File: src/rtl/seg_value_if.sv
// seg_value_if
//   Groups the value handshake and the segment bus of seg_value_encoder.
//
//   Signals:
//     in_value   [IN_W-1:0]  binary value to display (producer -> encoder)
//     in_valid               in_value is valid       (producer -> encoder)
//     in_ready               encoder can accept       (encoder -> producer)
//     frame_tick             frame-boundary pulse from the multiplexer
//     both7seg   [13:0]      {tens pattern, ones pattern}; bit0 = seg a, 1 = lit
//     ovf                    displayed value exceeded 99
//     done                   one-cycle pulse when both7seg is updated
//
//   Handshake: a value transfers on a rising clk edge where in_valid and
//   in_ready are both high; in_value is ignored at any other edge and
//   in_valid may remain asserted while in_ready is low.
//
//   Modports: master = value producer / tick source, slave = encoder.
interface seg_value_if #(
  parameter int IN_W = 8
);
  logic [IN_W-1:0] in_value;
  logic            in_valid;
  logic            in_ready;
  logic            frame_tick;
  logic [13:0]     both7seg;
  logic            ovf;
  logic            done;

  modport master (
    output in_value, in_valid, frame_tick,
    input  in_ready, both7seg, ovf, done
  );

  modport slave (
    input  in_value, in_valid, frame_tick,
    output in_ready, both7seg, ovf, done
  );
endinterface

File: src/rtl/seg_value_encoder.sv
// seg_value_encoder
//   Converts a binary value into two BCD digits with a sequential
//   shift-add-3 (double-dabble) engine, decodes both digits to seven-segment
//   patterns and drives the packed both7seg bus of the two-digit multiplexer.
//   The bus update can be deferred to the multiplexer's frame tick so a digit
//   pair never changes mid-frame.
//
//   Parameters:
//     IN_W         width of the binary input (4..8)
//     SYNC_TO_TICK 1 = commit only on frame_tick, 0 = commit immediately
//
//   Ports:
//     clk        clock, all logic on posedge
//     rst        synchronous reset, active-high
//     bus        seg_value_if.slave (in_value/in_valid/in_ready, frame_tick,
//                both7seg, ovf, done)
//     state_dbg  current FSM state (IDLE=0, CONVERT=1, DECODE=2, WAIT=3)
//
//   Optional feature macro: SEG_LEADING_ZERO_BLANK_EN
//     When defined, a zero tens digit is shown dark (unless overflow).
//
//   Timing (value accepted at edge E): conversion on edges E+1..E+IN_W,
//   patterns registered at E+IN_W+1, earliest commit at E+IN_W+2.
module seg_value_encoder #(
  parameter int IN_W         = 8,
  parameter bit SYNC_TO_TICK = 1'b1
) (
  input  logic          clk,
  input  logic          rst,
  seg_value_if.slave    bus,
  output logic [1:0]    state_dbg
);

  localparam int CNT_W = $clog2(IN_W + 1);

  typedef enum logic [1:0] {
    S_IDLE    = 2'd0,
    S_CONVERT = 2'd1,
    S_DECODE  = 2'd2,
    S_WAIT    = 2'd3
  } state_e;

  state_e           state_q, state_d;
  logic [IN_W-1:0]  bin_q, bin_d;
  logic [7:0]       bcd_q, bcd_d;
  logic [CNT_W-1:0] cnt_q, cnt_d;
  logic             ovf_pend_q, ovf_pend_d;
  logic [13:0]      pat_q, pat_d;
  logic [13:0]      seg_q, seg_d;
  logic             ovf_q, ovf_d;
  logic             done_q, done_d;

  logic             tick_eff;
  logic [7:0]       in_ext;
  logic [3:0]       ones_adj, tens_adj;
  logic [6:0]       tens_pat;

  function automatic logic [6:0] seg7(input logic [3:0] d);
    logic [6:0] p;
    case (d)
      4'd0:    p = 7'h3F;
      4'd1:    p = 7'h06;
      4'd2:    p = 7'h5B;
      4'd3:    p = 7'h4F;
      4'd4:    p = 7'h66;
      4'd5:    p = 7'h6D;
      4'd6:    p = 7'h7D;
      4'd7:    p = 7'h07;
      4'd8:    p = 7'h7F;
      4'd9:    p = 7'h6F;
      default: p = 7'h00;
    endcase
    return p;
  endfunction

  assign tick_eff = SYNC_TO_TICK ? bus.frame_tick : 1'b1;
  assign in_ext   = 8'(bus.in_value);

  // Add-3 correction applied to each nibble before the shift.
  assign ones_adj = (bcd_q[3:0] >= 4'd5) ? bcd_q[3:0] + 4'd3 : bcd_q[3:0];
  assign tens_adj = (bcd_q[7:4] >= 4'd5) ? bcd_q[7:4] + 4'd3 : bcd_q[7:4];

  always_comb begin
`ifdef SEG_LEADING_ZERO_BLANK_EN
    tens_pat = (bcd_q[7:4] == 4'd0) ? 7'h00 : seg7(bcd_q[7:4]);
`else
    tens_pat = seg7(bcd_q[7:4]);
`endif
  end

  always_comb begin
    state_d    = state_q;
    bin_d      = bin_q;
    bcd_d      = bcd_q;
    cnt_d      = cnt_q;
    ovf_pend_d = ovf_pend_q;
    pat_d      = pat_q;
    seg_d      = seg_q;
    ovf_d      = ovf_q;
    done_d     = 1'b0;

    case (state_q)
      S_IDLE: begin
        if (bus.in_valid) begin
          bin_d      = bus.in_value;
          bcd_d      = 8'h00;
          cnt_d      = '0;
          ovf_pend_d = (in_ext > 8'd99);
          state_d    = S_CONVERT;
        end
      end
      S_CONVERT: begin
        // The bit shifted out of the tens nibble (hundreds) is dropped;
        // overflow is tracked separately by ovf_pend.
        bcd_d = {tens_adj[2:0], ones_adj, bin_q[IN_W-1]};
        bin_d = bin_q << 1;
        cnt_d = cnt_q + 1'b1;
        if (cnt_q == CNT_W'(IN_W - 1)) begin
          state_d = S_DECODE;
        end
      end
      S_DECODE: begin
        if (ovf_pend_q) begin
          pat_d = {7'h40, 7'h40};
        end else begin
          pat_d = {tens_pat, seg7(bcd_q[3:0])};
        end
        state_d = S_WAIT;
      end
      S_WAIT: begin
        if (tick_eff) begin
          seg_d   = pat_q;
          ovf_d   = ovf_pend_q;
          done_d  = 1'b1;
          state_d = S_IDLE;
        end
      end
      default: state_d = S_IDLE;
    endcase
  end

  always_ff @(posedge clk) begin
    if (rst) begin
      state_q    <= S_IDLE;
      bin_q      <= '0;
      bcd_q      <= '0;
      cnt_q      <= '0;
      ovf_pend_q <= 1'b0;
      pat_q      <= '0;
      seg_q      <= '0;
      ovf_q      <= 1'b0;
      done_q     <= 1'b0;
    end else begin
      state_q    <= state_d;
      bin_q      <= bin_d;
      bcd_q      <= bcd_d;
      cnt_q      <= cnt_d;
      ovf_pend_q <= ovf_pend_d;
      pat_q      <= pat_d;
      seg_q      <= seg_d;
      ovf_q      <= ovf_d;
      done_q     <= done_d;
    end
  end

  assign bus.in_ready = (state_q == S_IDLE);
  assign bus.both7seg = seg_q;
  assign bus.ovf      = ovf_q;
  assign bus.done     = done_q;
  assign state_dbg    = state_q;

endmodule

File: src/flat_wrapper.sv
// flat-port wrapper written by rule: the top's interface ports become plain ports
module seg_value_encoder_flat 
#(
  parameter int IN_W         = 8,
  parameter bit SYNC_TO_TICK = 1'b1
)
  (clk, rst, state_dbg, bus_in_value, bus_in_valid, bus_frame_tick, bus_in_ready, bus_both7seg, bus_ovf, bus_done);
  seg_value_if #(.IN_W(IN_W)) bus_i ();
  input  logic clk;
  input  logic rst;
  output logic [1:0] state_dbg;
  input wire logic [$bits(bus_i.in_value)-1:0] bus_in_value;
  input wire logic [$bits(bus_i.in_valid)-1:0] bus_in_valid;
  input wire logic [$bits(bus_i.frame_tick)-1:0] bus_frame_tick;
  output wire logic [$bits(bus_i.in_ready)-1:0] bus_in_ready;
  output wire logic [$bits(bus_i.both7seg)-1:0] bus_both7seg;
  output wire logic [$bits(bus_i.ovf)-1:0] bus_ovf;
  output wire logic [$bits(bus_i.done)-1:0] bus_done;
  assign bus_i.in_value = bus_in_value;
  assign bus_i.in_valid = bus_in_valid;
  assign bus_i.frame_tick = bus_frame_tick;
  assign bus_in_ready = bus_i.in_ready;
  assign bus_both7seg = bus_i.both7seg;
  assign bus_ovf = bus_i.ovf;
  assign bus_done = bus_i.done;
  seg_value_encoder #(.IN_W(IN_W), .SYNC_TO_TICK(SYNC_TO_TICK)) u_core (.clk(clk), .rst(rst), .bus(bus_i), .state_dbg(state_dbg));
endmodule
File: config.mk
export PLATFORM = sky130hd
export DESIGN_NAME = seg_value_encoder_flat
export DESIGN_NICKNAME = d
export VERILOG_FILES = /design/src/rtl/seg_value_if.sv /design/src/rtl/seg_value_encoder.sv /design/src/flat_wrapper.sv
export SDC_FILE = /design/constraint.sdc
export NUM_CORES = 1
export LEC_CHECK = 0
export CAP_MARGIN = 40
export CORE_MARGIN = 2
export CORE_UTILIZATION = 40
export CTS_CLUSTER_DIAMETER = 120
export CTS_CLUSTER_SIZE = 14
export DETAILED_ROUTE_END_ITERATION = 10
export PLACE_DENSITY = 0.59
export SETUP_SLACK_MARGIN = 0.05
export SYNTH_ARGS = -nofsm -noshare
export SYNTH_HDL_FRONTEND = slang
export SYNTH_SLANG_ARGS = --single-unit
File: constraint.sdc
create_clock -name clk -period 5.97 [get_ports clk]
set_input_delay 1.194 -clock clk [delete_from_list [all_inputs] [get_ports clk]]
set_output_delay 1.194 -clock clk [all_outputs]
set_load 0.1 [all_outputs]
Yosys cells after proc, flatten, opt, wreduce, memory -nomap -nowiden. Memories as Yosys holds them, arrays and structs flattened. A register that Yosys moved wholly into a read port is not among the register bits. Cells that the tools add are included. W data, S select, Z words.

Bits in latches: 0. Input port bits: 12. Output and inout bits: 19. Memories: 2. Register bits: 53. Memory bits (writable): 0. Bits in read-only memories: 224. Word-level logic and storage cells: 50.

Memories: (no name shown) (depth 16, bits a word 7, rd ports 1, clocked after memory_dff 1, wr ports 0, RTL line seg_value_encoder.sv:60) `case (d)`; (no name shown) (depth 16, bits a word 7, rd ports 1, clocked after memory_dff 1, wr ports 0, RTL line seg_value_encoder.sv:60).

Muxes and demuxes: 18. Equal/unequal tests: 7. $add $sub $neg: 3. Bitwise operators: 1. Multipliers: 0. Divide/modulo/power cells: 0. Shift-type cells: 0. Reductions and logical operators: 7. Magnitude comparators: 3.

Operators with widths (count): $pmux W8 S2 (2); $mux W4 (6); $mux W8 (2); $mux W14 (1); $ge A4 B3 Y1 const B (2); $gt A8 B7 Y1 const B (1); $pmux W2 S4 (1); $pmux W4 S2 (1); $mux W2 (3); $reduce_and A2 Y1 (3); $add A4 B1 Y4 const B (1); $add A4 B2 Y4 const B (1); $eq A2 B2 Y1 const B (2); $eq A4 B3 Y1 const B (1); $ne A2 B2 Y1 const B (2); $add A3 B2 Y3 const B (1); $mux W3 (1); $reduce_and A3 Y1 (1); $eq A2 B1 Y1 const B (1); $logic_not A2 Y1 (1); $ne A2 B1 Y1 const B (1); $reduce_bool A2 Y1 (1); $reduce_or A2 Y1 (1); $mux W1 (1); $not A1 Y1 (1).

Logic depth before layout (Yosys ltp). Gate-level depths: netlist of the first run.

Depth in word-level cells: 5. Gate-level depth with buffers: 13. Gate-level depth less buffers: 12.

Worst setup path before layout of the first run. OpenSTA, ideal clock, no wires.

Kind: register to register. Start: reg u_core.state_q[0], in the netlist u_core.state_dbg[0]. End: reg u_core.tens_pat[4] (netlist name). Path buffers: 1. Data required time: 5.840 ns. Setup time: 0.130 ns. Clock period less this slack: 3.899 ns. Path slack: 2.071 ns. Cell stages (with the launch flop): 12. Arrival: 3.769 ns. Cells stage by stage: dfxtp_1 > inv_1 > ha_1 > buf_4 > mux2_2 > nor3_1 > a41o_1 > inv_1 > ha_1 > or4_1 > a31oi_1 > o22ai_1.

Longest elaborated chain between the ends: 5. Elaborated cells between the ends (all ways): 8. Those cells by class: 2 x eq/ne; 3 x mux; 3 x reduce/logical.

Ends and longest elaborated chain: from (decl) (RTL line seg_value_encoder.sv:43) `state_e state_q, state_d;`; from (signal assigned) (RTL line seg_value_encoder.sv:154) `state_q <= state_d;`; $logic_not A2 Y1 (*); named net bus_in_ready (RTL line flat_wrapper.sv:15) `output wire logic [$bits(bus_i.in_ready)-1:0] bus_in_ready;`; $ne A2 B2 Y1 (no line) or $reduce_bool A2 Y1 (tied branches); $reduce_and A2 Y1 (no line); $mux W4 (no line) (*) (2 in series).

The timed path passes the listed nets; every way through them passes the cells marked *. A chain may end at the register's enable or synchronous reset.

Worst setup path in the final report of the first run.
Start: in bus_in_valid. End: reg u_core.tens_pat[4] (netlist name).

Longest elaborated chain between the ends: 4.

Ends and longest elaborated chain: from (decl) (RTL line flat_wrapper.sv:13) `input wire logic [$bits(bus_i.in_valid)-1:0] bus_in_valid;`; $ne A2 B2 Y1 (no line); $reduce_and A2 Y1 (no line); $mux W4 (no line) (2 in series).

No other way between the ends.

==> results of run 1 <==
[worst max-delay path: stages]
cell	delay (ps)
clkdlybuf4s50_1	620
nand2b_1	390
and2_1	290
a41o_1	260
inv_1	120
ha_1	220
or4_1	520
a31oi_1	170
o22ai_1	80
[worst max path at each step]
stage          slack (ps)  depth (start not counted)                  to                start
6_report             2320                          9  u_core.tens_pat[4]         bus_in_valid
5_1_grt              2150                          9  u_core.tens_pat[4]         bus_in_valid
4_1_cts              2320                          9  u_core.tens_pat[4]         bus_in_valid
3_5_place_dp         1970                          9  u_core.tens_pat[4]         bus_in_valid
3_3_place_gp         2100                          9  u_core.tens_pat[4]         bus_in_valid
2_1_floorplan        2070                         11  u_core.tens_pat[4]  u_core.state_dbg[0]
[synth_stat cells (all sizes together), types with 5 or more instances]
master  number  area, sq um
nor2        39          146
ha          21          263
mux2i       11          123
nor3         8         40.0
a22oi        5         37.5
a211oi      11         82.6
clkbuf      11         41.3
nand2       46          183
dfxtp       67         1340
nor2b       15         93.8
buf         11         58.8
a21oi       39          195
o21ai       11         58.8
inv         19         73.8
[logic make-up after synthesis]
group,synth area share
xor gates and xnor gates,0.00811
buffers and inverters,0.0536
DFF,0.414
AOI/OAI and AO/OA,0.214
and+or+nand+nor,0.188
muxes,0.0413
adders and majority gates,0.0810
[per-stage QoR]
stage                     cells  hold WS [ps]  power [mW]  utilization
after global routing        518           469        1.70        0.527
after global placement      483           436        1.09        0.458
after CTS                   518           450        1.62        0.527
final                       518           451        1.61        0.527
after detailed placement    502           439        1.15        0.495
after floorplan             371           427        1.01            -
[final cells by class]
class / instances / share of cell area
Sequential cell: 67 / 0.326
Timing Repair Buffer: 51 / 0.145
Multi-Input combinational cell: 263 / 0.420
Clock buffer: 10 / 0.0334
Inverter: 19 / 0.0179
Clock inverter: 6 / 0.0274
Tap cell: 102 / 0.0310
[power by group]
group          internal (mW)  leakage [nW]  switching [mW]
registers              0.521         0.544          0.0446
logic                  0.208         0.912           0.364
clock network          0.289         0.126           0.180
total                   1.02          1.58           0.589
[layer usage]
layer | share of wire | vias to the layer above | wire (microns) | GRT usage
met5 | 0 | - | 0 | 0
met4 | 0.018 | 0 | 116 | 0.0652
met3 | 0.034 | 12 | 224 | 0.0377
met2 | 0.44 | 43 | 2860 | 0.252
met1 | 0.51 | 1185 | 3370 | 0.215
li1 | - | 1375 | - | -
==> flow_summary.toml, run 1 <==
[place]
placed_area_sq_um = 3860
gp_congestion = 0.817
pre_cts_slack_ps = 1970
dp_hpwl_microns = 4500
port_buffers = 30

[sta]
worstMarginPinSlew_ps = 878
final.min_clock_period_ps = 3650
finalCritPeriodShare = 0.611
setup_ws_ps = 2320
rsz0062_at_grt = "no"
clock.fmax_mhz = 274
final-max-slew-violation-count = 0
setup_tns_ps = 0
clock_skew_ps = 8.42
hold_viol_final = 0
timing.slew.headroom = 0.413
setup_viol = 0

[drt]
ant_nets = 0
totalWireLength_microns = 6580
detail_route.wl_per_cell_microns = 12.7
viasPerCell = 5.05
drc = 0
drtPass1Iterations = 5
drtIter0Drc = 117
routed-via-count = 2615

[yosys]
netlist_instances = 371
synth_seq_area_share = 0.414
synth_cell_types = 53
ys_warn_count = 0
syn_nets = 404
synth_seq_cells = 67
synth-edff-count = 0
async_flop_share = 0
ys_dominant_reg_cell = "dfxtp_1"
avgSynthCellArea_sq_um = 8.74
synth_area_sq_um = 3240

[hold_path]
holdPathEnd = "u_core.bus.both7seg[2]"
hold_path_class = "flip-flop to flip-flop"
worstHoldStart = "u_core.pat_q[2]"
hold_path_depth = 2

[worst_setup_path]
cp-start-kind = "input pin"
crit_arrival_ps = 3870
cp_max_fo = 8
path_class = "input pin to flip-flop"
endpoint_kind = "flip-flop"
r2r-end = "u_core.tens_pat[4]"
rrSetupSlack_ps = 2920
r2r_cells = 10
crit_required_ps = 6190
r2r_start = "u_core.state_dbg[1]"

[clock_network]
cts_buffers = 9
h-tree-depth = 3
clk_path_buf_depth = 2
cts_tree = "yes"
cts.sinks = 67
cts_resized = 0
clk_latency_ps = 350
path_clk_slew_ps = 70
cts-root-buf = "clkbuf_8"
ctsHoldBuffers = 0
post_cts_buffers = 0

[global_route]
grt_pass1_vias = 2424
grt_overflow = 0
grt_pass1_wl_microns = 11300
track_usage = 0.161
grt_max_degree = 37
antenna_found_initial = 0

[die]
die_h_microns = 94.0
io_pins = 31
initial_core_util = 0.415
dieArea_sq_um = 8840
core-area_sq_um = 7810
die_w_microns = 94.0
fp-row-count = 32

[power_and_ir_drop]
peakVddDrop_v = 0.000179
p_per_area_nw_per_um2 = 391
leakage_nw = 1.58

[final_layout]
drive_above_1_share = 0.127
layout_common_cells = "67 x dfxtp_1, 44 x nand2_1, 39 x a21oi_1, 39 x nor2_1, 29 x clkdlybuf4s50_1"
fin_nets = 444
synthToLayoutAreaGrowth_pct = 26.9
layout_commonest_cell = "dfxtp_1"
final_area_sq_um = 4120
fill_cells = 721
num_antenna_cells = 0
seqCellArea_sq_um = 1340
multiInputGateArea_sq_um = 1730

[run]
cap_violations = 0

[outcome]
outcome = "complete, no violations"
No activity file was read; power rests on OpenSTA's default activity.
==> run 2: changes to the inputs <==
- clock period: 5.97 -> 3.4 ns (I/O delays scaled with it)
==> run 2 against run 1 <==
- count of clock-buffer cells in the layout is the same
- hold slack barely moved
- first-iteration DRC count increased by 17%
- register-to-register slack got worse by 2200 ps
- via count grew 0.19%
- flip-flop and latch count unchanged
- setup slack got worse by 1600 ps
- clock power up 40%
- core utilization shrank 1.0 points
- non-clock buffer count increased by 2
- critical path type is now flip-flop to flip-flop
- critical endpoint unchanged
- largest power group is now registers
==> flow_summary.toml, run 2 (same netlist as run 1, synthesis figures left out) <==
[power_and_ir_drop]
switching_share = 0.390
clkPwrFrac = 0.249
p_per_area_nw_per_um2 = 652
seqPwrFrac = 0.379
power_frac_comb = 0.372
p_int_mw = 1.61
p_sw_mw = 1.03
leakage_nw = 1.56
peakVddDrop_v = 0.000285

[drt]
detail_route.wl_per_cell_microns = 13.1
drc = 0
ant_nets = 0
totalWireLength_microns = 6810
routed-via-count = 2620
drtPass1Iterations = 4
drtIter0Drc = 137
viasPerCell = 5.05

[clock_network]
cts_buffers = 9
ctsHoldBuffers = 0
cts_tree = "yes"
path_clk_slew_ps = 80
clk_path_buf_depth = 2
h-tree-depth = 3
cts-root-buf = "clkbuf_8"
clk_latency_ps = 340
cts_resized = 0
post_cts_buffers = 0
cts.sinks = 67

[sta]
timing.slew.headroom = 0.416
worstMarginPinSlew_ps = 874
hold_viol_final = 0
final.min_clock_period_ps = 2700
setup_viol = 0
final-max-slew-violation-count = 0
rsz0062_at_grt = "no"
finalCritPeriodShare = 0.793
setup_tns_ps = 0
clock_skew_ps = 9.38
clock.fmax_mhz = 371

[die]
initial_core_util = 0.415
die_h_microns = 94.0
io_pins = 31
dieArea_sq_um = 8840
die_w_microns = 94.0
core-area_sq_um = 7810
fp-row-count = 32

[final_layout]
utilization = 0.517
seqCellArea_sq_um = 1340
drive_above_1_share = 0.146
layout_common_cells = "65 x dfxtp_1, 44 x nand2_1, 39 x a21oi_1, 39 x nor2_1, 25 x clkdlybuf4s50_1"
multiInputGateArea_sq_um = 1730
layout_commonest_cell = "dfxtp_1"
fill_cells = 734
num_antenna_cells = 0
synthToLayoutAreaGrowth_pct = 24.5
fin_nets = 446

[global_route]
grtUsageMet3 = 0.0457
grt_util_met1 = 0.199
grt_overflow = 0
grt_pass1_vias = 2555
antenna_found_initial = 0
track_usage = 0.170
grt_pass1_wl_microns = 11900
grtUsageMet2 = 0.295
top_usage_layer = "met2"
grt_max_degree = 39

[place]
dp_hpwl_microns = 4780
gp_congestion = 0.827
port_buffers = 30

[hold_path]
hold_path_class = "flip-flop to flip-flop"

[worst_setup_path]
r2r_cells = 10
cp_max_fo = 8
r2r_start = "u_core.state_dbg[0]"
r2r-end = "u_core.tens_pat[4]"
cp-start-kind = "flip-flop"
path_class = "flip-flop to flip-flop"
crit_required_ps = 3620
crit_arrival_ps = 2920
endpoint_kind = "flip-flop"
endpoint = "u_core.tens_pat[4]"
cp-startpoint = "u_core.state_dbg[0]"
rrSetupSlack_ps = 700

[run]
cap_violations = 0

[outcome]
outcome = "complete, no violations"
-- run 2: cell count changes in the layout (fill, tap and decap cells not counted) --
cell,previous run,this run
ha_1,21,20
clkdlybuf4s50_1,29,25
clkinv_4,2,1
bufinv_16,3,1
ha_2,0,1
dfxtp_1,67,65
dfxtp_2,0,2
buf_4,2,12
clkinv_2,1,3
buf_8,19,15
-- run 2: cell type report --
| cell class | instances | share of cell area |
|---|---|---|
| Inverter | 19 | 0.0183 |
| Multi-Input combinational cell | 263 | 0.428 |
| Sequential cell | 67 | 0.333 |
| Tap cell | 102 | 0.0316 |
| Clock buffer | 10 | 0.0341 |
| Timing Repair Buffer | 53 | 0.141 |
| Clock inverter | 5 | 0.0133 |
-- run 2: routing by layer --
metal	vias to the layer above	part of all wire
li1	1372	-
met1	1195	0.47
met2	48	0.48
met3	5	0.036
met4	0	0.010
met5	-	0
-- run 2: power groups by stage --
stage / combinational (mW) / sequential, mW / clock [mW]
after CTS: 0.987 / 0.996 / 0.676
final: 0.980 / 0.998 / 0.655
after global routing: 1.08 / 1.01 / 0.709
after global placement: 0.961 / 1.01 / 0
after floorplan: 0.687 / 1.10 / 0
after detailed placement: 0.983 / 1.01 / 0
-- run 2: critical path, cell delays in order, from the launching register on --
cell and delay (ps):
dfxtp_2 350, inv_1 80, ha_2 300, mux2_2 380
nor3_1 200, a41o_1 180, inv_1 110, ha_1 220
or4_1 510, a31oi_1 170, o22ai_1 80
-- run 2: how the worst min path moves through the flow --
stage                     start                      end  slack (ps)  cells past startpoint
2_1_floorplan  u_core.pat_q[10]  u_core.bus.both7seg[10]         430                      2
3_3_place_gp          flip-flop          u_core.pat_q[4]         440                      2
3_5_place_dp    u_core.pat_q[7]   u_core.bus.both7seg[7]         440                      2
4_1_cts         u_core.pat_q[7]   u_core.bus.both7seg[7]         450                      2
5_1_grt         u_core.pat_q[4]   u_core.bus.both7seg[4]         470                      2
6_report        u_core.pat_q[7]   u_core.bus.both7seg[7]         450                      2
-- run 2: through the flow --
| stage | hold WS (ps) | worst slack [ps] | instance area (sq um) | power (mW) | cells |
|---|---|---|---|---|---|
| final | 452 | 703 | 4040 | 2.63 | 519 |
| after global routing | 468 | 476 | 4040 | 2.80 | 519 |
| after CTS | 451 | 687 | 4040 | 2.66 | 519 |
| after detailed placement | 440 | 370 | 3840 | 2.00 | 504 |
| after global placement | 437 | 380 | 3620 | 1.97 | 489 |
| after floorplan | 427 | 87.3 | 3250 | 1.78 | 371 |
==> run 3: changes to the inputs <==
- PLACE_DENSITY: 0.59 -> 0.61
- clock period: 3.4 -> 2.2 ns (I/O delays scaled with it)
==> run 3 against run 2 <==
- the run now ends with setup timing left
- count of clock-buffer cells in the layout is the same
- non-clock buffer count grew 46
- sequential share of layout area shrank 4.1 points
- via count grew 11%
- sequential power grew 54%
- combinational power grew 120%
- maximum frequency grew 14%
- global-route usage grew 1.2 points
- first-iteration DRC count shrank 14%
- routed wire length grew 12%
- power grew 83%
- setup slack lost 870 ps
==> flow_summary.toml, run 3 (same netlist as run 1, synthesis figures left out) <==
[sta]
setup_tns_ps = -274
finalCritPeriodShare = 1.08
final.min_clock_period_ps = 2370
setup_ws_ps = -167
worstMarginPinSlew_ps = 529
final-max-slew-violation-count = 0
timing.slew.headroom = 0.646
clock_skew_ps = 8.88
setup_viol = 3
clock.fmax_mhz = 422
rsz0062_at_grt = "yes"
hold_viol_final = 0

[die]
die_w_microns = 94.0
io_pins = 31
initial_core_util = 0.415
die_h_microns = 94.0
dieArea_sq_um = 8840
fp-row-count = 32
core-area_sq_um = 7810

[final_layout]
utilization = 0.595
fin_nets = 492
layout_commonest_cell = "buf_4"
fill_cells = 663
synthToLayoutAreaGrowth_pct = 43.3
num_antenna_cells = 0
layout.cells.non_filler = 566
layout_common_cells = "78 x buf_4, 61 x dfxtp_1, 39 x nand2_1, 36 x nor2_1, 35 x a21oi_1"
drive_above_1_share = 0.377

[global_route]
grt_pass1_wl_microns = 12700
grt_pass1_vias = 2750
antenna_found_initial = 0
grt_overflow = 0
grt_max_degree = 40
track_usage = 0.181

[run]
cap_violations = 0

[clock_network]
clk_latency_ps = 350
cts-root-buf = "clkbuf_8"
cts.sinks = 67
cts_buffers = 9
path_clk_slew_ps = 80
clk_path_buf_depth = 2
ctsHoldBuffers = 0
h-tree-depth = 3
cts_tree = "yes"

[drt]
drtIter0Drc = 118
totalWireLength_microns = 7640
detail_route.wl_per_cell_microns = 13.5
routed-via-count = 2896
ant_nets = 0
drc = 0
viasPerCell = 5.12
drtPass1Iterations = 4

[place]
dp_cells = 536
port_buffers = 30
gp_congestion = 0.858
dp_hpwl_microns = 5120

[worst_setup_path]
cp-start-kind = "flip-flop"
critical_path.max_stage_delay_ps = 490
crit_required_ps = 2440
crit_path_frequent_cell = "ha_4"
endpoint_kind = "flip-flop"
crit_family = "simple AND/OR/NAND/NOR gates"
path_class = "flip-flop to flip-flop"
crit_arrival_ps = 2600
crit_chain = "inv_4 > ha_4 > mux2_4 > nor3_4 > a41o_1 > inv_2 > ha_4 > or4_1 > a31oi_1 > o22ai_1"
cp_max_fo = 3
cp_num_buf_inv = 2
crit_path_top_delay_cell = "or4_1"

[hold_path]
hold_path_class = "flip-flop to flip-flop"

[outcome]
outcome = "finished, violations left"
violations = "setup timing"

[power_and_ir_drop]
power.total_mw = 4.82
peakVddDrop_v = 0.000561
leakage_nw = 1.87
p_per_area_nw_per_um2 = 1040
==> run 3: cell count changes in the layout (fill, tap and decap cells not counted), moves of 6 or more <==
cell,previous run,this run
clkdlybuf4s50_1,25,10
ha_1,20,7
ha_4,0,8
buf_6,0,8
buf_4,12,78
buf_8,15,0
inv_1,17,11
==> run 3: report_power, final <==
| part | switching (mW) | internal, mW |
|---|---|---|
| sequential | 0.118 | 1.42 |
| clock | 0.522 | 0.602 |
| combinational | 1.19 | 0.966 |
| total | 1.83 | 2.99 |
==> run 3: cell type report <==
class / count / area (sq um) / share of cell area
clock inverter: 6 / 71.3 / 0.0153
multi-input combinational: 263 / 2040 / 0.438
sequential: 67 / 1360 / 0.292
timing repair buffer: 99 / 821 / 0.177
inverter: 19 / 86.3 / 0.0186
tap: 102 / 128 / 0.0275
clock buffer: 10 / 149 / 0.0320
==> run 3: path summary, 6_finish.rpt <==
check	from	cells after the start	to	slack [ps]
worst max-delay path	u_core.state_dbg[0]	10	u_core.tens_pat[4]	-170
worst min register to register	u_core.pat_q[0]	2	u_core.bus.both7seg[0]	450
worst max register to register	u_core.state_dbg[0]	10	u_core.tens_pat[4]	-170
worst min-delay path	u_core.pat_q[0]	2	u_core.bus.both7seg[0]	450
==> run 3: through the flow <==
| step | setup WS, ps | hold slack (ps) | cell area [sq um] |
|---|---|---|---|
| after floorplan | -614 | 427 | 3350 |
| after global placement | -381 | 436 | 4030 |
| after detailed placement | -479 | 437 | 4040 |
| after CTS | -156 | 449 | 4320 |
| after global routing | -246 | 460 | 4650 |
| final | -167 | 451 | 4650 |
==> run 3: repair_timing <==
action                     4_1_cts  5_1_grt
pin swaps                        7       24
setup endpoints to repair        6       14
buffers inserted                 3       13
gates cloned                     0        0
gates resized for setup         10       49
==> run 3: layer usage <==
metal | GRT usage | share of wire
met2 | 0.296 | 0.48
met5 | 0 | 0
met1 | 0.232 | 0.46
met4 | 0.0713 | 0.015
met3 | 0.0409 | 0.039
==> run 3: tightest hold or removal path: stages (launching register included) <==
cell	delay (ps)
dfxtp_1	310
nand2_1	50
a21oi_1	50
